[config.mk]
export PLATFORM = sky130hd
export DESIGN_NAME = lfsr_gen_flat
export DESIGN_NICKNAME = d
export VERILOG_FILES = /design/src/rtl/lfsr_gen_if.sv /design/src/rtl/lfsr_gen.sv /design/src/flat_wrapper.sv
export SDC_FILE = /design/constraint.sdc
export NUM_CORES = 1
export LEC_CHECK = 0
export ABC_AREA = 1
export BUFFER_PORTS_ARGS = -buffer_cell sky130_fd_sc_hd__buf_2
export CAP_MARGIN = 20
export CORE_ASPECT_RATIO = 0.7
export CORE_MARGIN = 2
export CORE_UTILIZATION = 26
export DETAILED_ROUTE_END_ITERATION = 6
export HOLD_SLACK_MARGIN = 0.08
export PLACE_DENSITY = 0.55
export SLEW_MARGIN = 20
export SYNTH_ARGS = -nofsm -noshare
export SYNTH_HDL_FRONTEND = slang
export SYNTH_SLANG_ARGS = --single-unit
[constraint.sdc]
create_clock -name clk -period 2.6 [get_ports clk]
set_input_delay 0.52 -clock clk [delete_from_list [all_inputs] [get_ports clk]]
set_output_delay 0.52 -clock clk [all_outputs]
set_load 0.01 [all_outputs]
[src/rtl/lfsr_gen_if.sv]
// lfsr_gen_if: control and observation bundle for lfsr_gen.
//   en        advance one step this cycle
//   load      parallel load (wins over en)
//   load_val  value written on load
//   q         current LFSR state
//   sout      serial output bit
//   wrap      one-cycle pulse when a step lands on SEED
//   lockup    one-cycle pulse when a zero load was replaced by SEED
//   period    steps between the last two returns to SEED
// Modports: master drives controls (bench/user), slave is the generator.
interface lfsr_gen_if #(
  parameter int unsigned WIDTH = 4
) ();
  logic             en;
  logic             load;
  logic [WIDTH-1:0] load_val;
  logic [WIDTH-1:0] q;
  logic             sout;
  logic             wrap;
  logic             lockup;
  logic [WIDTH-1:0] period;

  modport master (
    output en, load, load_val,
    input  q, sout, wrap, lockup, period
  );

  modport slave (
    input  en, load, load_val,
    output q, sout, wrap, lockup, period
  );
endinterface

[src/rtl/lfsr_gen.sv]
// lfsr_gen: parametrised LFSR with Fibonacci or Galois topology, step enable,
// parallel load with all-zero substitution, serial output and a hardware
// period measurement.
// Ports:
//   clk     rising-edge clock
//   set_n   asynchronous active-low reset, loads SEED
//   bus_io  lfsr_gen_if slave: en/load/load_val in; q/sout/wrap/lockup/period out
module lfsr_gen #(
  parameter int unsigned      WIDTH  = 4,
  parameter logic [WIDTH-1:0] TAPS   = 4'b1100,
  parameter logic [WIDTH-1:0] SEED   = 4'b0001,
  parameter bit               GALOIS = 1'b0
) (
  input  logic       clk,
  input  logic       set_n,
  lfsr_gen_if.slave  bus_io
);

  if (SEED == '0) begin : g_bad_seed
    $error("lfsr_gen: SEED must be nonzero");
  end
  if (WIDTH < 2 || WIDTH > 32) begin : g_bad_width
    $error("lfsr_gen: WIDTH must be in 2..32");
  end
  if (TAPS[WIDTH-1] != 1'b1) begin : g_bad_taps
    $error("lfsr_gen: TAPS[WIDTH-1] must be set");
  end

  logic [WIDTH-1:0] q_q, q_d;
  logic [WIDTH-1:0] cnt_q, cnt_d;
  logic [WIDTH-1:0] period_q, period_d;
  logic             wrap_q, wrap_d;
  logic             lockup_q, lockup_d;

  logic [WIDTH-1:0] step_fib;
  logic [WIDTH-1:0] step_gal;
  logic [WIDTH-1:0] q_step;
  logic [WIDTH-1:0] cnt_inc;

  always_comb begin
    step_fib = {q_q[WIDTH-2:0], ^(q_q & TAPS)};
    step_gal = {1'b0, q_q[WIDTH-1:1]} ^ ({WIDTH{q_q[0]}} & TAPS);
    q_step   = GALOIS ? step_gal : step_fib;
    // Step counter saturates so a cycle that never revisits SEED cannot wrap it.
    cnt_inc  = (&cnt_q) ? cnt_q : cnt_q + WIDTH'(1);
  end

  always_comb begin
    q_d      = q_q;
    cnt_d    = cnt_q;
    period_d = period_q;
    wrap_d   = 1'b0;
    lockup_d = 1'b0;
    if (bus_io.load) begin
      cnt_d = '0;
      // A zero state would lock the register forever; substitute SEED instead.
      if (bus_io.load_val == '0) begin
        q_d      = SEED;
        lockup_d = 1'b1;
      end else begin
        q_d = bus_io.load_val;
      end
    end else if (bus_io.en) begin
      q_d = q_step;
      if (q_step == SEED) begin
        wrap_d   = 1'b1;
        period_d = cnt_inc;
        cnt_d    = '0;
      end else begin
        cnt_d = cnt_inc;
      end
    end
  end

  always_ff @(posedge clk or negedge set_n) begin
    if (!set_n) begin
      q_q      <= SEED;
      cnt_q    <= '0;
      period_q <= '0;
      wrap_q   <= 1'b0;
      lockup_q <= 1'b0;
    end else begin
      q_q      <= q_d;
      cnt_q    <= cnt_d;
      period_q <= period_d;
      wrap_q   <= wrap_d;
      lockup_q <= lockup_d;
    end
  end

  assign bus_io.q      = q_q;
  assign bus_io.sout   = GALOIS ? q_q[0] : q_q[WIDTH-1];
  assign bus_io.wrap   = wrap_q;
  assign bus_io.lockup = lockup_q;
  assign bus_io.period = period_q;

endmodule

[src/flat_wrapper.sv]
// flat-port wrapper written by rule: the top's interface ports become plain ports
module lfsr_gen_flat 
#(
  parameter int unsigned      WIDTH  = 4,
  parameter logic [WIDTH-1:0] TAPS   = 4'b1100,
  parameter logic [WIDTH-1:0] SEED   = 4'b0001,
  parameter bit               GALOIS = 1'b0
)
  (clk, set_n, bus_io_en, bus_io_load, bus_io_load_val, bus_io_q, bus_io_sout, bus_io_wrap, bus_io_lockup, bus_io_period);
  lfsr_gen_if #(.WIDTH(WIDTH)) bus_io_i ();
  input  logic clk;
  input  logic set_n;
  input wire logic [$bits(bus_io_i.en)-1:0] bus_io_en;
  input wire logic [$bits(bus_io_i.load)-1:0] bus_io_load;
  input wire logic [$bits(bus_io_i.load_val)-1:0] bus_io_load_val;
  output wire logic [$bits(bus_io_i.q)-1:0] bus_io_q;
  output wire logic [$bits(bus_io_i.sout)-1:0] bus_io_sout;
  output wire logic [$bits(bus_io_i.wrap)-1:0] bus_io_wrap;
  output wire logic [$bits(bus_io_i.lockup)-1:0] bus_io_lockup;
  output wire logic [$bits(bus_io_i.period)-1:0] bus_io_period;
  assign bus_io_i.en = bus_io_en;
  assign bus_io_i.load = bus_io_load;
  assign bus_io_i.load_val = bus_io_load_val;
  assign bus_io_q = bus_io_i.q;
  assign bus_io_sout = bus_io_i.sout;
  assign bus_io_wrap = bus_io_i.wrap;
  assign bus_io_lockup = bus_io_i.lockup;
  assign bus_io_period = bus_io_i.period;
  lfsr_gen #(.WIDTH(WIDTH), .TAPS(TAPS), .SEED(SEED), .GALOIS(GALOIS)) u_core (.clk(clk), .set_n(set_n), .bus_io(bus_io_i));
endmodule
After elaboration in Yosys (flattened, before gate mapping)
Index checks and enable logic that the tools add are counted.
{ "totals": {"ff_bits": 14, "latchBits": 0, "mem_bits_rw": 0, "romBits": 0, "in_bits": 8, "output_inout_bits": 11, "elab_cells": 25, "memories": 0} }
{ "classes": {"add_sub_neg": 1, "multipliers": 0, "div": 0, "order_cmp": 0, "eq_ne": 1, "n_shift": 0, "muxes": 12, "bitwise": 1, "n_reduce_logical": 5} }
{ "ops": {"columns": ["cell", "count"], "rows": [
  ["$mux 4", 7],
  ["$mux 1", 5],
  ["$add 4x1->4 const B", 1],
  ["$eq 4x1->1 const B", 1],
  ["$logic_not 4->1", 1],
  ["$reduce_and 4->1", 1],
  ["$reduce_xor 4->1", 1],
  ["$reduce_and 3->1", 1],
  ["$reduce_bool 2->1", 1],
  ["$not 1->1", 1]
]} }

Longest topological paths before layout
{ "logic_depth": {"depth_word": 5, "depth_mapped": 7, "depth_no_buf": 7} }

Worst setup path after synthesis
Ideal clock, no wire load.
{ "synth_path": {"path_kind": "flip-flop to flip-flop", "start": "register u_core.cnt_q[0]", "end": "register u_core.cnt_q[2]", "setup_time_ps": 126, "arrival_ps": 991, "required_time_ps": 2474, "path_slack_ps": 1482, "stages_incl_launch_ff": 6, "n_path_buf": 0, "period_less_slack_ps": 1118, "path_cell_list": "dfrtp_1 -> ha_1 -> nand3_1 -> nand3_1 -> nand2_1 -> o21ai_0"} }
{ "synth_between": {"elab_chain_cells": 5, "word_cells_on_any_way": 6, "cone_classes": "add/sub: 1; mux: 4; reduce/logical: 1"} }
{ "synth_rtl": {"columns": ["item", "line", "text"], "rows": [
  ["start, declared", "lfsr_gen.sv:30", "logic [WIDTH-1:0] cnt_q, cnt_d;"],
  ["start signal, assigned", "lfsr_gen.sv:84", "cnt_q <= cnt_d;"],
  ["$add 4x1->4 / $reduce_and 4->1 (equally long branches)", "lfsr_gen.sv:45", "cnt_inc = (&cnt_q) ? cnt_q : cnt_q + WIDTH'(1);"],
  ["$mux 4 (*)", "lfsr_gen.sv:45", null],
  ["$mux 4 (*)", "lfsr_gen.sv:65", "if (q_step == SEED) begin"],
  ["$mux 4 (*)", "lfsr_gen.sv:63", "end else if (bus_io.en) begin"],
  ["$mux 4 (*)", "lfsr_gen.sv:54", "if (bus_io.load) begin"]
]} }
Mark *: on every way between the ends. The rest lies on a longest branch, timed or not. The select of a mux whose other input is x is not followed.
A chain may end at the register's enable or synchronous reset.

Worst setup path after layout
{ "layout_path": {"start": "register u_core.q_q[0], in the netlist u_core.bus_io.q[0]", "end": "output port bus_io_q[0]"} }
{ "layout_rtl": {"columns": ["item", "line", "text"], "rows": [
  ["start, declared", "lfsr_gen.sv:29", "logic [WIDTH-1:0] q_q, q_d;"],
  ["start signal, assigned", "lfsr_gen.sv:83", "q_q <= q_d;"],
  ["end, declared", "flat_wrapper.sv:16", "output wire logic [$bits(bus_io_i.q)-1:0] bus_io_q;"]
]} }
No word-level cell between the ends.

==> impl_metrics.yaml <==
status:
  outcome: "finished clean"
sta:
  max_freq_mhz: 681.8
  finalMaxSlewViolations: 0
  setup_viol: 0
  final.min_clock_period_ns: 1.467
  relSlewSlack: 0.7935
  rsz0062_at_grt: "false"
  worst_pin_slew_ns: 0.3098
  final-hold-violation-count: 0
  final.setup.tns_ns: 0
  period_share: 0.5641
  clock_skew_ns: 0.0007674
clock_network:
  post_cts_resized: 0
  cts-root-buf: "clkbuf_8"
  cts_setup_buffers: 0
  clock_latency_ns: 0.24
  htree_levels: 1
  holdBufCountCts: 0
  numCtsBuffers: 3
  cts_tree: "yes"
  clkTransAtPathRegs_ns: 0.06
  ctsLongestPathBuffers: 2
  cts_sinks: 14
die:
  dieArea_um2: 3143
  rows: 15
  die_y_um: 47.51
  pin_count: 19
  initial_utilization: 0.2796
  core_region_area_um2: 2515
  die_w_um: 66.16
critical_path:
  cpMaxStageDelayCell: "dfstp_2"
  crit_end: "bus_io_q[0]"
  required_ns: 2.08
  cp_top_family: "flip-flops"
  cp.depth: 1
  rrSetupSlack_ns: 1.30
  path_cells: "buf_2"
  critPathMaxStageDelay_ns: 0.57
  reg2regPathDepth: 4
  startpoint: "u_core.bus_io.q[0]"
  cp.arrival_ns: 0.95
  r2r-start: "u_core.cnt_q[0]"
  rr_endpoint: "u_core.cnt_q[0]"
  endpoint_kind: "primary output"
  crit_fanout: 4
  path_buf_inv: 1
  worstSetupPathType: "register to primary output"
  startpoint_type: "register"
yosys:
  synthesis.nets: 95
  ys_ff_latch: 14
  yosysUniqueCellTypes: 22
  yosysWarnings: 0
  netlist_area_um2: 703.2
  synth_seq_area_share: 0.5000
  synth_area_per_cell_um2: 8.176
  postSynthCellCount: 86
routing:
  drtAntennaViolNets: 0
  drt-total-wl_um: 1435
  drtIter0Drc: 64
  drc: 0
  firstDrtPassIters: 4
  viasPerCell: 4.213
  vias: 594
  wire_per_inst_um: 10.18
placed_design:
  io_buffers: 18
  dpl.hpwl_um: 1154
  gp_congestion: 0.8382
cells_and_area:
  multiInputGateArea_um2: 292.8
  final_util: 0.3512
  num-nets-final: 117
  mostFrequentLayoutCells: "nand2_1, buf_2, dfrtp_1"
  fillerInstances: 255
  antennaDiodeCount: 0
  layout_commonest_cell: "nand2_1"
  synthToLayoutAreaGrowth_pct: 25.62
  register_area_um2: 351.6
  drive_gt1_frac: 0.2804
power_and_ir_drop:
  power_density_nw_per_um2: 638.6
  p_leak_uw: 0.0004730
  peakVddDrop_v: 0.0001797
global_route:
  grt_pass1_vias: 505
  grt_pass1_wl_um: 2415
  grt_overflow: 0
  antenna_found_initial: 0
  grt.total_usage: 0.1106
  grt_max_degree: 15
hold_path:
  holdCritPathClass: "input port to asynchronous set/reset pin"
job:
  maxCapViolations: 0
-- state kept, by name, indices dropped and copies added (netlist names) --
signal / flops
u_core.bus_io.period: 4
u_core.bus_io.q: 4
u_core.cnt_q: 4
u_core.bus_io.lockup: 1
u_core.bus_io.wrap: 1
-- Yosys cell counts --
cell	count	area, um2
ha_1	1	12.51
dfstp_2	1	26.28
nand3_1	6	30.03
or2_0	1	6.260
o21ai_1	2	10.01
xnor2_1	1	8.760
a21oi_1	2	10.01
nor2_1	4	15.01
nand2_4	1	11.26
buf_4	1	7.510
o21ai_2	1	8.760
nand2_1	30	112.6
nor2_2	1	6.260
o21ai_0	4	20.02
o21bai_1	1	7.510
o211ai_1	1	7.510
inv_4	1	6.260
inv_2	2	7.510
nand3_4	1	17.52
dfrtp_1	13	325.3
o221ai_1	1	8.760
inv_1	10	37.54
-- logic make-up after synthesis --
| group | after synthesis | synth area share |
|---|---|---|
| AOI/OAI and AO/OA | 12 | 0.1032 |
| xor gates and xnor gates | 1 | 0.01246 |
| and+or+nand+nor | 44 | 0.2829 |
| adders and majority gates | 1 | 0.01779 |
| buffers and inverters | 14 | 0.08365 |
| DFF | 14 | 0.5000 |
-- where the power goes --
part | internal, uW | switching, uW | total [uW]
combinational | 38.3 | 57.4 | 95.8
clock | 134 | 77.1 | 211
sequential | 241 | 15.8 | 257
total | 414 | 150 | 564
-- worst min-delay path by stage --
stage                      endpoint   from  depth (start not counted)  slack, ns
2_1_floorplan  u_core.bus_io.lockup  set_n                          0       0.22
3_3_place_gp     u_core.bus_io.q[2]  set_n                          1       0.43
3_5_place_dp   u_core.bus_io.lockup  set_n                          1       0.43
4_1_cts        u_core.bus_io.lockup  set_n                          1       0.16
5_1_grt        u_core.bus_io.lockup  set_n                          1       0.18
6_report       u_core.bus_io.lockup  set_n                          1       0.16
-- through the flow --
stage	cells	setup slack, ns	hold slack [ns]	total power [uW]	instance area, um2
3_3_place_gp	137	1.325	0.4255	357.9	828.3
2_1_floorplan	86	1.482	0.2244	318.1	703.2
4_1_cts	141	1.133	0.1644	572.6	883.3
3_5_place_dp	137	1.278	0.4318	357.7	828.3
6_report	141	1.133	0.1577	564.1	883.3
5_1_grt	141	1.104	0.1764	601.6	883.3
-- per-layer routing --
| metal | track usage | vias to the layer above | routed length (um) |
|---|---|---|---|
| li1 | - | 313 | - |
| met1 | 0.1488 | 264 | 753 |
| met2 | 0.1480 | 12 | 556 |
| met4 | 0.06122 | 0 | 43 |
| met3 | 0.04941 | 5 | 81 |
| met5 | 0 | - | 0 |
-- layout make-up --
class	count	share of cell area
inverter	13	0.05807
timing repair buffer	18	0.1020
multi-input combinational	58	0.3314
tap	34	0.04816
sequential	14	0.3980
clock buffer	4	0.06232
(Power assumes the default switching activity.)
